## config.mk

```make
export PLATFORM = sky130hd
export DESIGN_NAME = uart_tx_arbiter
export DESIGN_NICKNAME = d
export VERILOG_FILES = /design/src/rtl/uart_tx_arbiter.sv
export SDC_FILE = /design/constraint.sdc
export NUM_CORES = 1
export LEC_CHECK = 0
export BUFFER_PORTS_ARGS = -buffer_cell sky130_fd_sc_hd__buf_2
export CAP_MARGIN = 20
export CORE_ASPECT_RATIO = 1.4
export CORE_MARGIN = 2
export CORE_UTILIZATION = 45
export CTS_BUF_LIST = sky130_fd_sc_hd__clkbuf_4 sky130_fd_sc_hd__clkbuf_8 sky130_fd_sc_hd__clkbuf_16
export DETAILED_ROUTE_END_ITERATION = 8
export PLACE_DENSITY = 0.8
export SLEW_MARGIN = 30
export SYNTH_ARGS = -nofsm -noshare
export SYNTH_HDL_FRONTEND = slang
export SYNTH_SLANG_ARGS = --single-unit
```

## constraint.sdc

```tcl
create_clock -name clk -period 1.6 [get_ports clk]
set_input_delay 0.24 -clock clk [delete_from_list [all_inputs] [get_ports clk]]
set_output_delay 0.24 -clock clk [all_outputs]
set_load 0.005 [all_outputs]
```

## src/rtl/uart_tx_arbiter.sv

```systemverilog
// ---------------------------------------------------------------------------
// uart_tx_arbiter
//
// Shares one UART transmit path among NUM_REQ byte sources. Ownership is
// granted round-robin per message: once granted, a requester keeps the
// transmitter until it hands over a byte flagged last, so messages are never
// interleaved. A watchdog reclaims the grant if the owner leaves req_valid
// low for IDLE_TIMEOUT consecutive cycles mid-message.
//
// Ports
//   clk          clock
//   rst          synchronous reset, active-high
//   req_valid    per-requester byte valid            [NUM_REQ]
//   req_data     per-requester byte, i at [i*WIDTH +: WIDTH]
//   req_last     per-requester end-of-message flag   [NUM_REQ]
//   req_ready    per-requester accept (owner only)   [NUM_REQ]
//   tx_req       byte request to the uart
//   tx_din       byte to the uart                    [WIDTH]
//   tx_ready     uart can take a byte
//   grant        one-hot current owner, zero when idle
//   busy         message in progress (ARB or XFER)
//   timeout_err  one-cycle pulse when the watchdog releases the owner
// ---------------------------------------------------------------------------
module uart_tx_arbiter #(
    parameter int NUM_REQ      = 4,
    parameter int WIDTH        = 8,
    parameter int IDLE_TIMEOUT = 255
) (
    input  logic                     clk,
    input  logic                     rst,
    input  logic [NUM_REQ-1:0]       req_valid,
    input  logic [NUM_REQ*WIDTH-1:0] req_data,
    input  logic [NUM_REQ-1:0]       req_last,
    output logic [NUM_REQ-1:0]       req_ready,
    output logic                     tx_req,
    output logic [WIDTH-1:0]         tx_din,
    input  logic                     tx_ready,
    output logic [NUM_REQ-1:0]       grant,
    output logic                     busy,
    output logic                     timeout_err
);

    localparam int PW = (NUM_REQ > 1) ? $clog2(NUM_REQ) : 1;
    localparam int TW = $clog2(IDLE_TIMEOUT + 1);

    // The pointer names the last owner; the search starts one past it, so
    // resetting it to the top index makes requester 0 the first candidate.
    localparam logic [PW-1:0]      PTR_RST  = PW'(NUM_REQ - 1);
    localparam logic [TW-1:0]      TO_LAST  = TW'(IDLE_TIMEOUT - 1);
    localparam logic [TW-1:0]      TMR_ONE  = TW'(1);
    localparam logic [NUM_REQ-1:0] ONE_HOT0 = NUM_REQ'(1);

    typedef enum logic [1:0] {
        IDLE = 2'd0,
        ARB  = 2'd1,
        XFER = 2'd2
    } state_t;

    state_t               state_r;
    logic [PW-1:0]        ptr_r;
    logic [PW-1:0]        gidx_r;
    logic [NUM_REQ-1:0]   grant_r;
    logic [NUM_REQ-1:0]   snap_r;
    logic                 busy_r;
    logic                 timeout_r;
    logic [TW-1:0]        timer_r;

    logic [PW-1:0]        arb_idx_s;
    logic                 arb_found_s;
    logic [PW-1:0]        cand_s;
    int                   cand_i;
    logic                 g_valid_s;
    logic                 g_last_s;
    logic [WIDTH-1:0]     g_data_s;
    logic                 xfer_s;

    // Round-robin search over the valid snapshot, starting at ptr+1 with wrap.
    always_comb begin
        arb_found_s = 1'b0;
        arb_idx_s   = ptr_r;
        cand_s      = ptr_r;
        cand_i      = 0;
        for (int off = 1; off <= NUM_REQ; off++) begin
            cand_i = int'(ptr_r) + off;
            if (cand_i >= NUM_REQ) begin
                cand_i = cand_i - NUM_REQ;
            end else begin
                cand_i = cand_i;
            end
            cand_s = PW'(cand_i);
            if (!arb_found_s && snap_r[cand_s]) begin
                arb_found_s = 1'b1;
                arb_idx_s   = cand_s;
            end else begin
                arb_found_s = arb_found_s;
            end
        end
    end

    // One-hot mux of the owner's inputs; grant is zero outside XFER, so the
    // path is quiet in IDLE and ARB without extra gating.
    always_comb begin
        g_valid_s = 1'b0;
        g_last_s  = 1'b0;
        g_data_s  = {WIDTH{1'b0}};
        for (int i = 0; i < NUM_REQ; i++) begin
            g_valid_s = g_valid_s | (grant_r[i] & req_valid[i]);
            g_last_s  = g_last_s  | (grant_r[i] & req_last[i]);
            g_data_s  = g_data_s  | (req_data[i*WIDTH +: WIDTH] & {WIDTH{grant_r[i]}});
        end
    end

    assign xfer_s      = g_valid_s & tx_ready;
    assign tx_req      = g_valid_s;
    assign tx_din      = g_data_s;
    assign req_ready   = grant_r & {NUM_REQ{tx_ready}};
    assign grant       = grant_r;
    assign busy        = busy_r;
    assign timeout_err = timeout_r;

    // Message-level arbitration FSM with idle watchdog and registered status.
    always_ff @(posedge clk) begin
        if (rst) begin
            state_r   <= IDLE;
            ptr_r     <= PTR_RST;
            gidx_r    <= {PW{1'b0}};
            grant_r   <= {NUM_REQ{1'b0}};
            snap_r    <= {NUM_REQ{1'b0}};
            busy_r    <= 1'b0;
            timeout_r <= 1'b0;
            timer_r   <= {TW{1'b0}};
        end else begin
            timeout_r <= 1'b0;
            case (state_r)
                IDLE: begin
                    grant_r <= {NUM_REQ{1'b0}};
                    timer_r <= {TW{1'b0}};
                    if (|req_valid) begin
                        // Snapshot so a requester dropping valid during ARB
                        // is still granted; the watchdog then recovers.
                        snap_r  <= req_valid;
                        busy_r  <= 1'b1;
                        state_r <= ARB;
                    end else begin
                        busy_r  <= 1'b0;
                        state_r <= IDLE;
                    end
                end
                ARB: begin
                    gidx_r  <= arb_idx_s;
                    grant_r <= ONE_HOT0 << arb_idx_s;
                    timer_r <= {TW{1'b0}};
                    busy_r  <= 1'b1;
                    state_r <= XFER;
                end
                XFER: begin
                    if (xfer_s && g_last_s) begin
                        ptr_r   <= gidx_r;
                        grant_r <= {NUM_REQ{1'b0}};
                        busy_r  <= 1'b0;
                        timer_r <= {TW{1'b0}};
                        state_r <= IDLE;
                    end else if (xfer_s) begin
                        timer_r <= {TW{1'b0}};
                    end else if (!g_valid_s) begin
                        if (timer_r == TO_LAST) begin
                            // This idle cycle is the IDLE_TIMEOUT-th in a row.
                            ptr_r     <= gidx_r;
                            grant_r   <= {NUM_REQ{1'b0}};
                            busy_r    <= 1'b0;
                            timer_r   <= {TW{1'b0}};
                            timeout_r <= 1'b1;
                            state_r   <= IDLE;
                        end else begin
                            timer_r <= timer_r + TMR_ONE;
                        end
                    end else begin
                        // Valid held but uart stalled: never a timeout.
                        timer_r <= timer_r;
                    end
                end
                default: begin
                    grant_r <= {NUM_REQ{1'b0}};
                    busy_r  <= 1'b0;
                    timer_r <= {TW{1'b0}};
                    state_r <= IDLE;
                end
            endcase
        end
    end

endmodule

```

After elaboration in Yosys (flattened, before gate mapping)
Cells that the tools add are included.
{"block": "totals", "output_inout_bits": 19, "in_bits": 43, "elab_cells": 115, "ff_bits": 24}
{"block": "op_classes", "n_addsub": 9, "bitwise": 24, "n_shift": 1, "eq_ne": 8, "n_reduce_logical": 15, "magnitude_cmp": 8, "mux": 42}
{"op": "8-bit bitwise AND", "count": 4}
{"op": "2-bit 2-to-1 mux", "count": 16}
{"op": "8-bit OR", "count": 3}
{"op": "4-bit 2-to-1 mux", "count": 4}
{"op": "1-bit 2-to-1 mux", "count": 14}
{"op": "2-bit by 3-bit < comparator with 1-bit output, second input constant", "count": 4}
{"op": "1-bit bitwise AND", "count": 9}
{"op": "3-bit greater-or-equal comparator, second input constant", "count": 3}
{"op": "3-bit != test, second input constant", "count": 3}
{"op": "8-bit by 1-bit adder with 8-bit output, second input constant", "count": 1}
{"op": "1-bit binary-select mux with 2-bit select", "count": 4}
{"op": "8-bit equality test, second input constant", "count": 1}
{"op": "8-bit 2-to-1 mux", "count": 1}
{"op": "4-bit case mux with 2 select lines", "count": 1}
{"op": "4-bit OR reduction", "count": 2}
{"op": "2-bit by 1-bit subtractor with 2-bit output, second input constant", "count": 4}
{"op": "2-bit by 2-bit adder with 3-bit output, second input constant", "count": 2}
{"op": "1-bit OR", "count": 6}
{"op": "2-bit case mux with 3 select lines", "count": 1}
{"op": "5-bit OR reduction", "count": 1}
{"op": "2-bit by 3-bit adder with 4-bit output, second input constant", "count": 1}
{"op": "4-bit bitwise AND", "count": 1}
{"op": "4-bit by 3-bit greater-or-equal comparator with 1-bit output, second input constant", "count": 1}
{"op": "1-bit logical AND", "count": 4}
{"op": "13 further kinds", "count": 16}

Logic depth before layout (Yosys ltp)
{"block": "logic_depth", "word_depth": 17, "depth_mapped": 7, "ltp_nobuf": 7}

Worst setup path before layout
Ideal clock, no wire load.
{"block": "synth_path", "path_type": "reg2reg", "start": "reg grant_r[2] (netlist: grant[2])", "end": "reg ptr_r[0]", "setup_time_ns": 0.120, "n_path_buf": 0, "path_stages_with_launch": 6, "arrival_ns": 1.331, "setup_slack_ns": 0.149, "path_cell_list": "dfxtp_1 -> a22oi_4 -> a221oi_2 -> a32oi_1 -> nor2b_1 -> a211o_1"}
{"block": "synth_between", "elab_chain_len": 7, "word_cells_on_any_way": 13, "cone_classes": "eq/ne: 2; mux: 1; bitwise: 7; reduce/logical: 3"}
{"element": "start, declared", "line": "62", "rtl": "logic [NUM_REQ-1:0] grant_r;"}
{"element": "start signal, assigned", "line": "127", "rtl": "grant_r <= {NUM_REQ{1'b0}};"}
{"element": "start signal, assigned", "line": "136", "rtl": "grant_r <= {NUM_REQ{1'b0}};"}
{"element": "start signal, assigned", "line": "151", "rtl": "grant_r <= ONE_HOT0 << arb_idx_s;"}
{"element": "1-bit bitwise AND", "line": "107", "rtl": "g_valid_s = g_valid_s | (grant_r[i] & req_valid[i]);"}
{"element": "1-bit OR (2 in a row)", "line": "107"}
{"element": "1-bit bitwise AND", "line": "113", "rtl": "assign xfer_s = g_valid_s & tx_ready;"}
{"element": "1-bit logical AND", "line": "157", "rtl": "if (xfer_s && g_last_s) begin"}
{"element": "2-bit by 1-bit != test with 1-bit output (no line) or 2-bit nonzero test (tied branches)"}
{"element": "4-bit AND reduction (no line)"}
{"element": "end signal, assigned", "line": "158", "rtl": "ptr_r <= gidx_r;"}
{"element": "end signal, assigned", "line": "168", "rtl": "ptr_r <= gidx_r;"}
{"element": "end, declared", "line": "60", "rtl": "logic [PW-1:0] ptr_r;"}
Parallel ways exist; a longest one is shown, timed or not.
A chain may end at the register's enable or synchronous reset.

Worst setup path in the final report
{"block": "layout_path", "start": "reg grant_r[1] (netlist: grant[1])", "end": "reg ptr_r[0]"}
{"block": "layout_between", "elab_chain_len": 8, "word_cells_on_any_way": 15, "cone_classes": "eq/ne: 2; mux: 1; bitwise: 9; reduce/logical: 3"}
{"element": "1-bit bitwise AND", "line": "107"}
{"element": "1-bit OR (3 in a row)", "line": "107"}
{"element": "1-bit bitwise AND", "line": "113"}
{"element": "1-bit logical AND", "line": "157"}
{"element": "2-bit by 1-bit != test with 1-bit output (no line) or 2-bit nonzero test (tied branches)"}
{"element": "4-bit AND reduction (no line)"}
Parallel ways exist; a longest one is shown, timed or not.

==> metrics.log <==
[metrics] number of clock sinks: 24
[metrics] CTS Root Buffer Type: sky130_fd_sc_hd__clkbuf_8
[metrics] Ports: 62
[metrics] fraction of final layout cells sized beyond drive strength 1: 38.16%
[metrics] global-route wire length before repair: 5.782 mm
[metrics] top cell type by total area after synthesis: sky130_fd_sc_hd__dfxtp_1
[metrics] number of design rule violations left after detail routing: 0
[metrics] count of buffers from port buffering: 61
[metrics] setup repair after global routing missed its margin: true
[metrics] max-capacitance violation count: 0
[metrics] Worst Hold Slack: between 0.3 and 0.4 ns
[metrics] final HPWL from detailed placement: ~2.8 mm
[metrics] Max Clock Freq: 0.6402 GHz
[metrics] Final Slew Violations: 0
[metrics] CP startpoint kind: register
[metrics] classification of the worst setup path: reg2reg
[metrics] die height: 68.93 um
[metrics] final clock period utilization by the worst path: 97.63%
[metrics] placed insts: 261
[metrics] maximum count of clock buffers along a single path: 2
[metrics] number of DRC markers in iteration 0: 24
[metrics] final clock skew: 0.001809 ns
[metrics] number of warnings reported in the yosys synthesis log: 0
[metrics] wire length after detailed routing: 3.591 mm
[metrics] total nets after synthesis: 205
[metrics] cell area after synthesis: 0.001355 mm2
[metrics] number of hold-repair buffers added at the cts stage: 0
[metrics] signal arrival time at the worst endpoint: 1.73 ns
[metrics] # diodes: 0
[metrics] PwrDens: between 800 and 900 mW/mm2
[metrics] total congestion overflow: 0
[metrics] Final nets: 274
[metrics] worst min-delay path class: in2reg
[metrics] number of standard cells in the final layout excluding fillers: 265
[metrics] total number of vias: 1461
[metrics] worst vdd ir: 0.5281 mV
[metrics] TritonCTS clock tree: built
[metrics] register bit count reported by yosys: 24
[metrics] # fillers: about 250
[metrics] Critical Path Sink Type: register
[metrics] total of endpoints with negative setup slack in the final report: 0
[metrics] setup bufs post-CTS: 0
[metrics] area of the core region: 0.002878 mm2
[metrics] Initial Utilization: 47.09%
[metrics] share of the yosys chip area belonging to registers: ~35%
[metrics] per-cell via count in the routed design: 5.513
[metrics] final total power: 1507 uW
[metrics] placer congestion estimate: 0.7815
[metrics] via count of the first global-routing pass: 1443
[metrics] Inserted Clock Buffers: 3
[metrics] final period demand of the worst path: 1.562 ns
[metrics] cell types occupying the most area after synthesis: sky130_fd_sc_hd__dfxtp_1, sky130_fd_sc_hd__a22oi_1, sky130_fd_sc_hd__nor2_1, sky130_fd_sc_hd__nand2_1, sky130_fd_sc_hd__xor2_1
[metrics] peak fanout along the critical path: 4
[metrics] latest clock arrival within the worst-skew pair: 0.27 ns
[metrics] commonest non-fill, non-tap cell in the layout: sky130_fd_sc_hd__buf_2
[metrics] pin slew with the least headroom to its limit: between 0.4 and 0.5 ns
[metrics] Area Growth Syn to Fin: 36.29%
[metrics] number of nets with antenna violations after detailed routing: 0
[metrics] horizontal extent of the die: 50.38 um
[metrics] required time reported for the critical path endpoint: ~1.8 ns
[metrics] first-pass detailed-route iteration total: 4
[metrics] initial antenna violation count: 0
[metrics] leakage component of the power: between 0.0008 and 0.0009 uW
[metrics] count of final hold-check violations: 0
[metrics] portion of synthesized cell area occupied by the leading cell type: between 30% and 40%
[metrics] pin count of the biggest net entering global routing: 17
[metrics] distinct cell type count after synthesis: 40
[metrics] H-tree depth reported by CTS: 1
[metrics] run status: completed
[metrics] Mapped Avg Cell Area: 8.469 um2
[metrics] Cell Rows: 23
[metrics] Wirelength per Cell: 13.55 um
[metrics] clock transition at the registers of the reported paths: 0.08 ns
[metrics] commonest non-fill, non-tap cells in the layout: sky130_fd_sc_hd__buf_2, sky130_fd_sc_hd__dfxtp_1, sky130_fd_sc_hd__nor2_1, sky130_fd_sc_hd__a22oi_1, sky130_fd_sc_hd__nand2_1
[metrics] GRT Overall Usage: 21.99%
[metrics] Die Area: 0.003472 mm2
[metrics] Max-Slew Margin vs Limit: 71.50%
[metrics] gate count of the mapped netlist: 160
metrics by stage:
step	utilization (%)	cell area, um2	worst slack, ns	setup TNS [ns]
after CTS	63.48	1827	0.01068	0
final	64.17	1847	0.03790	0
after floorplan	-	1355	0.1493	0
after global routing	64.17	1847	-0.06306	-0.1508
after detailed placement	60.96	1754	0.002773	0
after global placement	60.96	1754	0.01960	0
power by group:
| group | internal [uW] | switching, uW | leakage, uW |
|---|---|---|---|
| combinational | 154 | 160 | 0.000633 |
| sequential | 630 | 29.8 | 0.000197 |
| clock | 335 | 198 | 0.0000357 |
| total | 1120 | 387 | 0.000865 |
metal layers:
metal | up-vias | part of all wire (%) | global-route usage [%]
li1 | 716 | - | -
met1 | 677 | 40 | 21.60
met2 | 61 | 53 | 45.89
met3 | 7 | 4.7 | 1.724
met4 | 0 | 2.3 | 10.14
met5 | - | 0 | 0
repair_timing:
item,CTS,global route
setup endpoints to repair,2,12
pin swaps,0,2
resized for setup,1,4
sequential cells by signal, summed over array words and instances, names as in the netlist:
name	count
grant	4
state_r	2
snap_r	4
ptr_r	2
gidx_r	2
timer_r	8
busy	1
timeout_err	1
cells by family (layout without fill, tap and decap cells):
logic type,count (synthesis),in the layout,share of synthesized area (%)
muxes,4,4,2.955
DFF,24,24,35.46
xor gates and xnor gates,6,6,3.878
adders and majority gates,2,2,1.846
buffers and inverters,12,80,3.416
and+or+nand+nor,68,68,26.04
AOI/OAI and AO/OA,44,44,26.41
synth_stat cells:
cell type / number
sky130_fd_sc_hd__a2111o_1: 1
sky130_fd_sc_hd__a211o_1: 2
sky130_fd_sc_hd__a211oi_1: 2
sky130_fd_sc_hd__a21o_1: 1
sky130_fd_sc_hd__a21oi_1: 5
sky130_fd_sc_hd__a21oi_2: 1
sky130_fd_sc_hd__a221oi_1: 1
sky130_fd_sc_hd__a221oi_2: 1
sky130_fd_sc_hd__a22o_1: 2
sky130_fd_sc_hd__a22oi_1: 18
sky130_fd_sc_hd__a22oi_4: 2
sky130_fd_sc_hd__a31o_1: 1
sky130_fd_sc_hd__a32oi_1: 2
sky130_fd_sc_hd__and2_1: 5
sky130_fd_sc_hd__and3_1: 1
sky130_fd_sc_hd__buf_1: 1
sky130_fd_sc_hd__buf_2: 1
sky130_fd_sc_hd__clkbuf_1: 5
sky130_fd_sc_hd__dfxtp_1: 24
sky130_fd_sc_hd__ha_1: 2
sky130_fd_sc_hd__inv_1: 5
sky130_fd_sc_hd__mux2i_1: 4
sky130_fd_sc_hd__nand2_1: 17
sky130_fd_sc_hd__nand2_4: 1
sky130_fd_sc_hd__nand2b_1: 4
sky130_fd_sc_hd__nand3_1: 3
sky130_fd_sc_hd__nand3b_1: 2
sky130_fd_sc_hd__nand4_1: 3
sky130_fd_sc_hd__nor2_1: 21
sky130_fd_sc_hd__nor2b_1: 3
sky130_fd_sc_hd__nor3_1: 1
sky130_fd_sc_hd__nor3_2: 1
sky130_fd_sc_hd__nor3_4: 1
sky130_fd_sc_hd__nor4_1: 1
sky130_fd_sc_hd__nor4_2: 1
sky130_fd_sc_hd__o21a_1: 1
sky130_fd_sc_hd__o21ai_0: 4
sky130_fd_sc_hd__or3_1: 3
sky130_fd_sc_hd__xnor2_1: 1
sky130_fd_sc_hd__xor2_1: 5
worst max-delay path: stages, from the launching register on:
cell and delay (ns):
sky130_fd_sc_hd__dfxtp_1 0.43, sky130_fd_sc_hd__a22oi_4 0.13, sky130_fd_sc_hd__a221oi_2 0.38, sky130_fd_sc_hd__a32oi_2 0.20, sky130_fd_sc_hd__a211o_1 0.32
cell type report:
| cell class | count | area [um2] | area share (%) |
|---|---|---|---|
| clock buffer | 3 | 41.29 | 2.236 |
| timing repair buffer | 71 | 380.4 | 20.60 |
| inverter | 5 | 18.77 | 1.016 |
| clock inverter | 1 | 30.03 | 1.626 |
| sequential | 24 | 483.0 | 26.15 |
| multi-input combinational | 124 | 847.1 | 45.87 |
| tap | 37 | 46.29 | 2.507 |
final timing paths:
path	from	endpoint	slack (ns)	cells after the start
setup / recovery	grant[1]	ptr_r[0]	0.04	4
hold / removal	req_valid[3]	snap_r[3]	0.30	3
setup reg to reg	grant[1]	ptr_r[0]	0.04	4
hold reg to reg	busy	busy	0.48	1
Note: power is estimated with default switching activity, not from simulation.
